[config.mk]
export PLATFORM = sky130hd
export DESIGN_NAME = vga_timing_gen_flat
export DESIGN_NICKNAME = d
export VERILOG_FILES = /design/src/rtl/vga_timing_gen_if.sv /design/src/rtl/vga_timing_gen.sv /design/src/flat_wrapper.sv
export SDC_FILE = /design/constraint.sdc
export NUM_CORES = 1
export LEC_CHECK = 0
export CORE_MARGIN = 2
export CORE_UTILIZATION = 30
export DETAILED_ROUTE_END_ITERATION = 16
export DONT_BUFFER_PORTS = 1
export GPL_TIMING_DRIVEN = 0
export SETUP_SLACK_MARGIN = 0.05
export SYNTH_ARGS = -nofsm -noshare
export SYNTH_HDL_FRONTEND = slang
export SYNTH_SLANG_ARGS = --single-unit
[constraint.sdc]
create_clock -name sys_clk -period 3.3 [get_ports sys_clk]
set_input_delay 0.33 -clock sys_clk [delete_from_list [all_inputs] [get_ports sys_clk]]
set_output_delay 0.33 -clock sys_clk [all_outputs]
set_load 0.01 [all_outputs]
[src/rtl/vga_timing_gen_if.sv]
// Video timing bundle from vga_timing_gen to the pixel renderer and DVI output wrapper.
// Every signal is registered in the sys_clk domain and describes the same pixel.
interface vga_timing_gen_if;
    logic        pix_ce;
    logic        h_sync;
    logic        v_sync;
    logic        h_enable;
    logic        v_enable;
    logic        video_active;
    logic [10:0] pix_x;
    logic [10:0] pix_y;
    logic        line_start;
    logic        frame_start;

    modport master (
        output pix_ce, h_sync, v_sync, h_enable, v_enable, video_active,
               pix_x, pix_y, line_start, frame_start
    );

    modport slave (
        input  pix_ce, h_sync, v_sync, h_enable, v_enable, video_active,
               pix_x, pix_y, line_start, frame_start
    );
endinterface

[src/rtl/vga_timing_gen.sv]
// Raster timing generator: pixel clock enable from sys_clk, pixel position counters
// and zero-skew registered sync/enable/start decodes of the current position.
module vga_timing_gen #(
    parameter int CLK_DIV  = 4,
    parameter int H_ACTIVE = 640,
    parameter int H_FP     = 16,
    parameter int H_SYNC   = 96,
    parameter int H_BP     = 48,
    parameter int V_ACTIVE = 480,
    parameter int V_FP     = 10,
    parameter int V_SYNC   = 2,
    parameter int V_BP     = 33,
    parameter bit H_POL    = 1'b0,
    parameter bit V_POL    = 1'b0
) (
    input  logic             sys_clk,
    input  logic             sys_rst,
    vga_timing_gen_if.master vid
);

    localparam int H_TOTAL = H_ACTIVE + H_FP + H_SYNC + H_BP;
    localparam int V_TOTAL = V_ACTIVE + V_FP + V_SYNC + V_BP;

    localparam logic [3:0]  DIV_LAST = 4'(CLK_DIV - 1);
    localparam logic [10:0] H_LAST   = 11'(H_TOTAL - 1);
    localparam logic [10:0] V_LAST   = 11'(V_TOTAL - 1);
    localparam logic [10:0] H_ACT    = 11'(H_ACTIVE);
    localparam logic [10:0] V_ACT    = 11'(V_ACTIVE);
    localparam logic [10:0] HS_BEG   = 11'(H_ACTIVE + H_FP);
    localparam logic [10:0] HS_END   = 11'(H_ACTIVE + H_FP + H_SYNC);
    localparam logic [10:0] VS_BEG   = 11'(V_ACTIVE + V_FP);
    localparam logic [10:0] VS_END   = 11'(V_ACTIVE + V_FP + V_SYNC);

    if (CLK_DIV < 2 || CLK_DIV > 16) begin : g_bad_div
        $error("vga_timing_gen: CLK_DIV out of range 2..16");
    end
    if (H_TOTAL > 2047 || V_TOTAL > 2047) begin : g_bad_total
        $error("vga_timing_gen: H_TOTAL/V_TOTAL exceed 11-bit range");
    end

    logic [3:0]  div_cnt_q, div_cnt_d;
    logic        pix_ce_q, pix_ce_d;
    logic [10:0] pix_x_q, pix_x_d;
    logic [10:0] pix_y_q, pix_y_d;
    logic        h_sync_q, h_sync_d;
    logic        v_sync_q, v_sync_d;
    logic        h_enable_q, h_enable_d;
    logic        v_enable_q, v_enable_d;
    logic        video_active_q, video_active_d;
    logic        line_start_q, line_start_d;
    logic        frame_start_q, frame_start_d;

    always_comb begin
        div_cnt_d = (div_cnt_q == DIV_LAST) ? 4'd0 : div_cnt_q + 4'd1;
        pix_ce_d  = (div_cnt_d == DIV_LAST);

        pix_x_d = pix_x_q;
        pix_y_d = pix_y_q;
        if (pix_ce_q) begin
            if (pix_x_q == H_LAST) begin
                pix_x_d = 11'd0;
                pix_y_d = (pix_y_q == V_LAST) ? 11'd0 : pix_y_q + 11'd1;
            end else begin
                pix_x_d = pix_x_q + 11'd1;
            end
        end

        // Decode the next position so outputs land on the same edge as pix_x/pix_y.
        h_enable_d     = (pix_x_d < H_ACT);
        v_enable_d     = (pix_y_d < V_ACT);
        video_active_d = h_enable_d & v_enable_d;
        h_sync_d       = (pix_x_d >= HS_BEG && pix_x_d < HS_END) ? H_POL : ~H_POL;
        v_sync_d       = (pix_y_d >= VS_BEG && pix_y_d < VS_END) ? V_POL : ~V_POL;
        line_start_d   = pix_ce_q && (pix_x_d == 11'd0);
        frame_start_d  = line_start_d && (pix_y_d == 11'd0);
    end

    always_ff @(posedge sys_clk or posedge sys_rst) begin
        if (sys_rst) begin
            div_cnt_q      <= 4'd0;
            pix_ce_q       <= 1'b0;
            pix_x_q        <= 11'd0;
            pix_y_q        <= 11'd0;
            h_sync_q       <= ~H_POL;
            v_sync_q       <= ~V_POL;
            h_enable_q     <= 1'b1;
            v_enable_q     <= 1'b1;
            video_active_q <= 1'b1;
            line_start_q   <= 1'b0;
            frame_start_q  <= 1'b0;
        end else begin
            div_cnt_q      <= div_cnt_d;
            pix_ce_q       <= pix_ce_d;
            pix_x_q        <= pix_x_d;
            pix_y_q        <= pix_y_d;
            h_sync_q       <= h_sync_d;
            v_sync_q       <= v_sync_d;
            h_enable_q     <= h_enable_d;
            v_enable_q     <= v_enable_d;
            video_active_q <= video_active_d;
            line_start_q   <= line_start_d;
            frame_start_q  <= frame_start_d;
        end
    end

    assign vid.pix_ce       = pix_ce_q;
    assign vid.h_sync       = h_sync_q;
    assign vid.v_sync       = v_sync_q;
    assign vid.h_enable     = h_enable_q;
    assign vid.v_enable     = v_enable_q;
    assign vid.video_active = video_active_q;
    assign vid.pix_x        = pix_x_q;
    assign vid.pix_y        = pix_y_q;
    assign vid.line_start   = line_start_q;
    assign vid.frame_start  = frame_start_q;

endmodule

[src/flat_wrapper.sv]
// flat-port wrapper written by rule: the top's interface ports become plain ports
module vga_timing_gen_flat 
#(
    parameter int CLK_DIV  = 4,
    parameter int H_ACTIVE = 640,
    parameter int H_FP     = 16,
    parameter int H_SYNC   = 96,
    parameter int H_BP     = 48,
    parameter int V_ACTIVE = 480,
    parameter int V_FP     = 10,
    parameter int V_SYNC   = 2,
    parameter int V_BP     = 33,
    parameter bit H_POL    = 1'b0,
    parameter bit V_POL    = 1'b0
)
  (sys_clk, sys_rst, vid_pix_ce, vid_h_sync, vid_v_sync, vid_h_enable, vid_v_enable, vid_video_active, vid_pix_x, vid_pix_y, vid_line_start, vid_frame_start);
  vga_timing_gen_if vid_i ();
  input  logic sys_clk;
  input  logic sys_rst;
  output wire logic [$bits(vid_i.pix_ce)-1:0] vid_pix_ce;
  output wire logic [$bits(vid_i.h_sync)-1:0] vid_h_sync;
  output wire logic [$bits(vid_i.v_sync)-1:0] vid_v_sync;
  output wire logic [$bits(vid_i.h_enable)-1:0] vid_h_enable;
  output wire logic [$bits(vid_i.v_enable)-1:0] vid_v_enable;
  output wire logic [$bits(vid_i.video_active)-1:0] vid_video_active;
  output wire logic [$bits(vid_i.pix_x)-1:0] vid_pix_x;
  output wire logic [$bits(vid_i.pix_y)-1:0] vid_pix_y;
  output wire logic [$bits(vid_i.line_start)-1:0] vid_line_start;
  output wire logic [$bits(vid_i.frame_start)-1:0] vid_frame_start;
  assign vid_pix_ce = vid_i.pix_ce;
  assign vid_h_sync = vid_i.h_sync;
  assign vid_v_sync = vid_i.v_sync;
  assign vid_h_enable = vid_i.h_enable;
  assign vid_v_enable = vid_i.v_enable;
  assign vid_video_active = vid_i.video_active;
  assign vid_pix_x = vid_i.pix_x;
  assign vid_pix_y = vid_i.pix_y;
  assign vid_line_start = vid_i.line_start;
  assign vid_frame_start = vid_i.frame_start;
  vga_timing_gen #(.CLK_DIV(CLK_DIV), .H_ACTIVE(H_ACTIVE), .H_FP(H_FP), .H_SYNC(H_SYNC), .H_BP(H_BP), .V_ACTIVE(V_ACTIVE), .V_FP(V_FP), .V_SYNC(V_SYNC), .V_BP(V_BP), .H_POL(H_POL), .V_POL(V_POL)) u_core (.sys_clk(sys_clk), .sys_rst(sys_rst), .vid(vid_i));
endmodule
==> impl_metrics.tcl <==
set metrics [dict create \
    report.final.slew_viol_count 0 \
    path_clk_slew_ps 70 \
    power_density_mw_per_mm2 387 \
    grt_max_degree 35 \
    nNetsFinal 204 \
    final_cells 273 \
    antenna_found_initial 0 \
    met1_length_um 1960 \
    dp_cells 265 \
    pre_cts_slack_ps 163 \
    endpoint_kind "flop" \
    worst_clock_skew_ps 6.06 \
    max-vdd-ir-drop_mv 0.191 \
    cts_buffer_depth 2 \
    ant_nets 0 \
    wl_met2_um 2050 \
    drc 0 \
    postCtsSetupRepairBufs 0 \
    dr_total_vias 1468 \
    synth_nets 197 \
    min_path_type "in -> async" \
    drt_first_iter_violations 143 \
    reg2reg_from "u_core.vid.pix_x[5]$_DFF_PP0_" \
    post_cts_resized 0 \
    rows 28 \
    antenna_cells 0 \
    syn_inst 190 \
    wl_met3_um 252 \
    r2r_end "u_core.vid.frame_start$_DFF_PP0_" \
    netlist_area_mm2 0.00187 \
    cts_num_sinks 34 \
    synth_top_cell_by_area "dfrtp_1" \
    yosysWarnings 0 \
    crit_path_max_fanout 10 \
    final_common_cell "dfrtp_1" \
    final_core_util_pct 34.9 \
    placedInstanceArea_mm2 0.00196 \
    cp.arrival_ps 3120 \
    synth_edf_count 0 \
    cts.root.buffer_cell "clkbuf_8" \
    setup_tns_ps 0 \
    grt_pass1_wl_um 7410 \
    r2r_cells 6 \
    via_per_inst 5.38 \
    drt_pass1_iterations 6 \
    top_layer "met4" \
    post-route-min-period_ps 2940 \
    timing.final.hold_violations 0 \
    grt-ovfl-total 0 \
    final_cell_mix "dfrtp_1, nand2_1, nand3_1" \
    rsz0062_at_grt "no" \
    synthTopCellsByArea "dfrtp_1, dfstp_2, xnor2_1, nand3_1, nand2_1" \
    coreArea_mm2 0.00596 \
    critPathLaunchType "flop" \
    cts_hold_buf 0 \
    insertion_delay_ps 280 \
    fin_area_mm2 0.00208 \
    routed_wirelength_um 4340 \
    grt_usage_pct 13.1 \
    status "complete, no violations" \
    numCtsBuffers 5 \
    yosysSeqAreaShare_pct 45.9 \
    setup_ws_ps 361 \
    leakage_uw 0.000876 \
    port-buffer-count 0 \
    slew_headroom_pct 50.8 \
    h-tree-depth 2 \
    place_hpwl_um 3120 \
    max_clock_freq_mhz 340 \
    postSynthAreaPerCell_um2 9.84 \
    synthArstFlopShare_pct 100 \
    die_height_um 82.9 \
    yosysTopAreaCellShare_pct 38.8 \
    finalSetupViolCount 0 \
    drive_gt1_share_pct 11.6 \
    ys_ff_latch 34 \
    die_area_mm2 0.00688 \
    synth_cell_types 45 \
    reg2reg_slack_ps 360 \
    crit_required_ps 3480 \
    start_util_pct 31.4 \
    io_pins 32 \
    drv_cap 0 \
    tightest_slew_ps 738 \
    cts_tree "done" \
    syn_to_final_growth_pct 11.2 \
    fin_crit_sh_pct 89.1 \
    wl_per_cell_um 15.9 \
    die-width_um 82.9 \
    grt_pass1_vias 1465 \
    place_congestion 0.807 \
    crit_type "reg -> reg" \
    ys.flop_type "dfrtp_1" \
]
[power breakdown]
group | internal, µW | total (µW) | switching, µW
Clock | 226 | 379 | 153
Combinational | 0.146 | 8.17 | 8.03
Sequential | 417 | 417 | 0
Total | 643 | 804 | 161
[synth_stat cells, types with 2 or more instances]
master and number:
nand2_1 17, nor4_2 2, nor2_1 10, and4_1 5, nand4_1 6, nor2b_1 4, and2_1 4, and3_1 3
or4_4 2, o21ai_0 11, a21oi_1 5, nor3_1 6, a2111o_1 3, xnor2_1 11, dfrtp_1 29, dfstp_2 5
nor3_2 2, a21o_1 2, ha_1 5, nor4b_1 3, clkbuf_1 6, nand3_1 15, inv_1 12
[per-layer routing]
metal / vias to the layer above / GRT usage (%)
li1: 699 / -
met3: 8 / 4.17
met4: 0 / 5.22
met5: - / 0
met2: 43 / 19.5
met1: 718 / 17.8
[state kept, by name, indices dropped and copies added, names as in the netlist]
| register | count |
|---|---|
| u_core.vid.h_enable | 1 |
| u_core.vid.pix_x | 11 |
| u_core.vid.line_start | 1 |
| u_core.vid.frame_start | 1 |
| u_core.vid.pix_ce | 1 |
| u_core.vid.pix_y | 11 |
| u_core.vid.h_sync | 1 |
| u_core.vid.v_enable | 1 |
| u_core.vid.v_sync | 1 |
| u_core.vid.video_active | 1 |
| u_core.div_cnt_q | 4 |
[logic make-up (layout without fill, tap and decap cells)]
group,Yosys count,count (layout),share of synthesized area (%)
buffers and inverters,18,26,3.61
XOR/XNOR,14,14,7.36
flip-flops,34,34,45.9
AO/OA/AOI/OAI,32,32,11.8
adder cells (fa/ha/maj),5,5,3.35
AND/OR/NAND/NOR,87,87,28.0
[area by class of cell]
cell class	count	area [µm²]
Inverter	12	45.0
Sequential cell	34	857
Clock buffer	7	76.3
Fill cell	605	3880
Multi-Input combinational cell	138	953
Tap cell	75	93.8
Clock inverter	1	30.0
Buffer	6	22.5
[worst max path at each step]
stage                                       start                                to  slack [ps]  depth (start not counted)
global route        u_core.vid.pix_y[1]$_DFF_PP0_  u_core.vid.frame_start$_DFF_PP0_         170                          9
global placement    u_core.vid.pix_x[5]$_DFF_PP0_  u_core.vid.frame_start$_DFF_PP0_         120                          6
CTS                 u_core.vid.pix_x[5]$_DFF_PP0_  u_core.vid.frame_start$_DFF_PP0_         130                          6
finish              u_core.vid.pix_x[5]$_DFF_PP0_  u_core.vid.frame_start$_DFF_PP0_         360                          6
floorplan           u_core.vid.pix_x[5]$_DFF_PP0_  u_core.vid.frame_start$_DFF_PP0_         700                          6
detailed placement  u_core.vid.pix_x[5]$_DFF_PP0_  u_core.vid.frame_start$_DFF_PP0_         160                          6
[stage by stage]
stage                     hold WS, ps  power [µW]
after floorplan                   447         431
after CTS                        89.6         817
final                            43.4         804
after global placement            475         434
after global routing              119         832
after detailed placement          398         434
[critical path, cell delays in order, from the launching register on]
cell and delay [ps]:
dfrtp_1 470, or4_4 620, or4_4 590, clkbuf_1 270
o21ai_0 300, nand3_1 250, nor4_2 340
No activity file was read; power rests on OpenSTA's default activity.
==> variant (config.mk and constraints unchanged) <==
`V_POL` is set to 1'b0 in 2 places; all go to 1'b1.
--- a/src/rtl/vga_timing_gen.sv
+++ b/src/rtl/vga_timing_gen.sv
@@ -11,7 +11,7 @@
     parameter int V_SYNC   = 2,
     parameter int V_BP     = 33,
     parameter bit H_POL    = 1'b0,
-    parameter bit V_POL    = 1'b0
+    parameter bit V_POL    = 1'b1
 ) (
     input  logic             sys_clk,
     input  logic             sys_rst,
--- a/src/flat_wrapper.sv
+++ b/src/flat_wrapper.sv
@@ -11,7 +11,7 @@
     parameter int V_SYNC   = 2,
     parameter int V_BP     = 33,
     parameter bit H_POL    = 1'b0,
-    parameter bit V_POL    = 1'b0
+    parameter bit V_POL    = 1'b1
 )
   (sys_clk, sys_rst, vid_pix_ce, vid_h_sync, vid_v_sync, vid_h_enable, vid_v_enable, vid_video_active, vid_pix_x, vid_pix_y, vid_line_start, vid_frame_start);
   vga_timing_gen_if vid_i ();
Formal check against the unedited RTL: not equivalent (a bounded check fails within 4 cycles, from zero or initial values and one cycle with sys_rst high).
==> variant against the original RTL <==
Wire length shrank 4.1%; sequential power barely moved; total power is 7.5% lower; final area decreased by 0.18%; die area rose by 1.0%; largest power group unchanged; critical path depth rose by 3; setup slack better by 0.098 ns; area after synthesis is 1.1% higher; sequential cell count did not move.
==> variant: results (changes against the original RTL) <==
Clk network pwr share=0.429 (-0.043); clock network power=0.319 mW (-16%); Post-synth top cells=dfrtp_1, nand2_1, nand3_1; Fill cells=611 (+0.99%); Routed WL=4160 microns (-4.1%); DRT Pass-1 Iters=4 (-2); delay of the slowest cell on the worst path=0.49 ns (-0.13 ns); final period utilization=0.861 (-0.0296); reg-to-reg slack, setup=0.46 ns (+0.10 ns); highest routed layer=met4; first-pass GRT wire length=7070 microns (-4.6%); Placement Cell Area=1980 sq um (+1.0%); leakage power=0.874 nW (-0.25%); peak supply drop=0.120 mV (-37%); Mapped Avg Cell Area=9.94 sq um (+1.1%); Placer Congestion=0.859 (+6.5%); routed length on met2=1920 microns (-6.5%); FF-to-FF Start=u_core.vid.pix_y[1]; sequential area share after synthesis=0.453 (-0.00552); Synth area leaders=dfrtp_1, xnor2_1, dfstp_2; DR vias=1432 (-2.5%); Met3 Wirelength=306 microns (+21%); worst hold slack=0.0423 ns (-0.00113 ns); Slowest-stage cell, CP=dfrtp_1; Starting DRT DRC Count=81 (-43%); Max H-tree Level=2 (unchanged); outcome=completed; Post-DP HPWL=3010 microns (-3.3%); worst slew pin tran=0.709 ns (-0.0285 ns); CP arrival=3.05 ns (-0.07 ns); M1 WL=1890 microns (-3.2%); mean number of vias per cell=5.25 (-2.5%); Total Routing Usage GR=0.125 (-0.00639); r2r worst-path depth=9 (+3); Top Family by Delay on Critical Path=compound AO/OA/AOI/OAI gates; largest fanout on the critical path=8 (-2); fraction of layout instances using a drive strength above 1=0.152 (+0.0354); Post-Route Skew=0.00809 ns (+0.00203 ns)
-- variant: cell count changes in the layout (fill, tap and decap cells not counted), sizes merged, moves of 2 or more --
cell     unedited run  this run
a2111o              3         0
a2111oi             0         3
and2b               0         2
and4b               1         3
nor2b               4         2
-- variant: logic make-up (layout without fill, tap and decap cells) --
family,count (synthesis),in the layout,share of synthesized area
buf+inv,19,27,0.0523
simple gates,86,86,0.281
compound gates,32,32,0.115
flops,34,34,0.453
xor+xnor,14,14,0.0649
fa+ha+maj,5,5,0.0331
-- variant: final cells by class --
type / count / share of cell area
buffer: 6 / 0.0241
clock buffer: 7 / 0.0416
tap: 75 / 0.0452
multi-input combinational: 137 / 0.451
sequential: 34 / 0.413
inverter: 13 / 0.0235
clock inverter: 1 / 0.00241
-- variant: metal layers --
metal | track usage | up-vias
li1 | - | 701
met1 | 0.161 | 688
met2 | 0.196 | 37
met3 | 0.0507 | 6
met4 | 0.0313 | 0
met5 | 0 | -
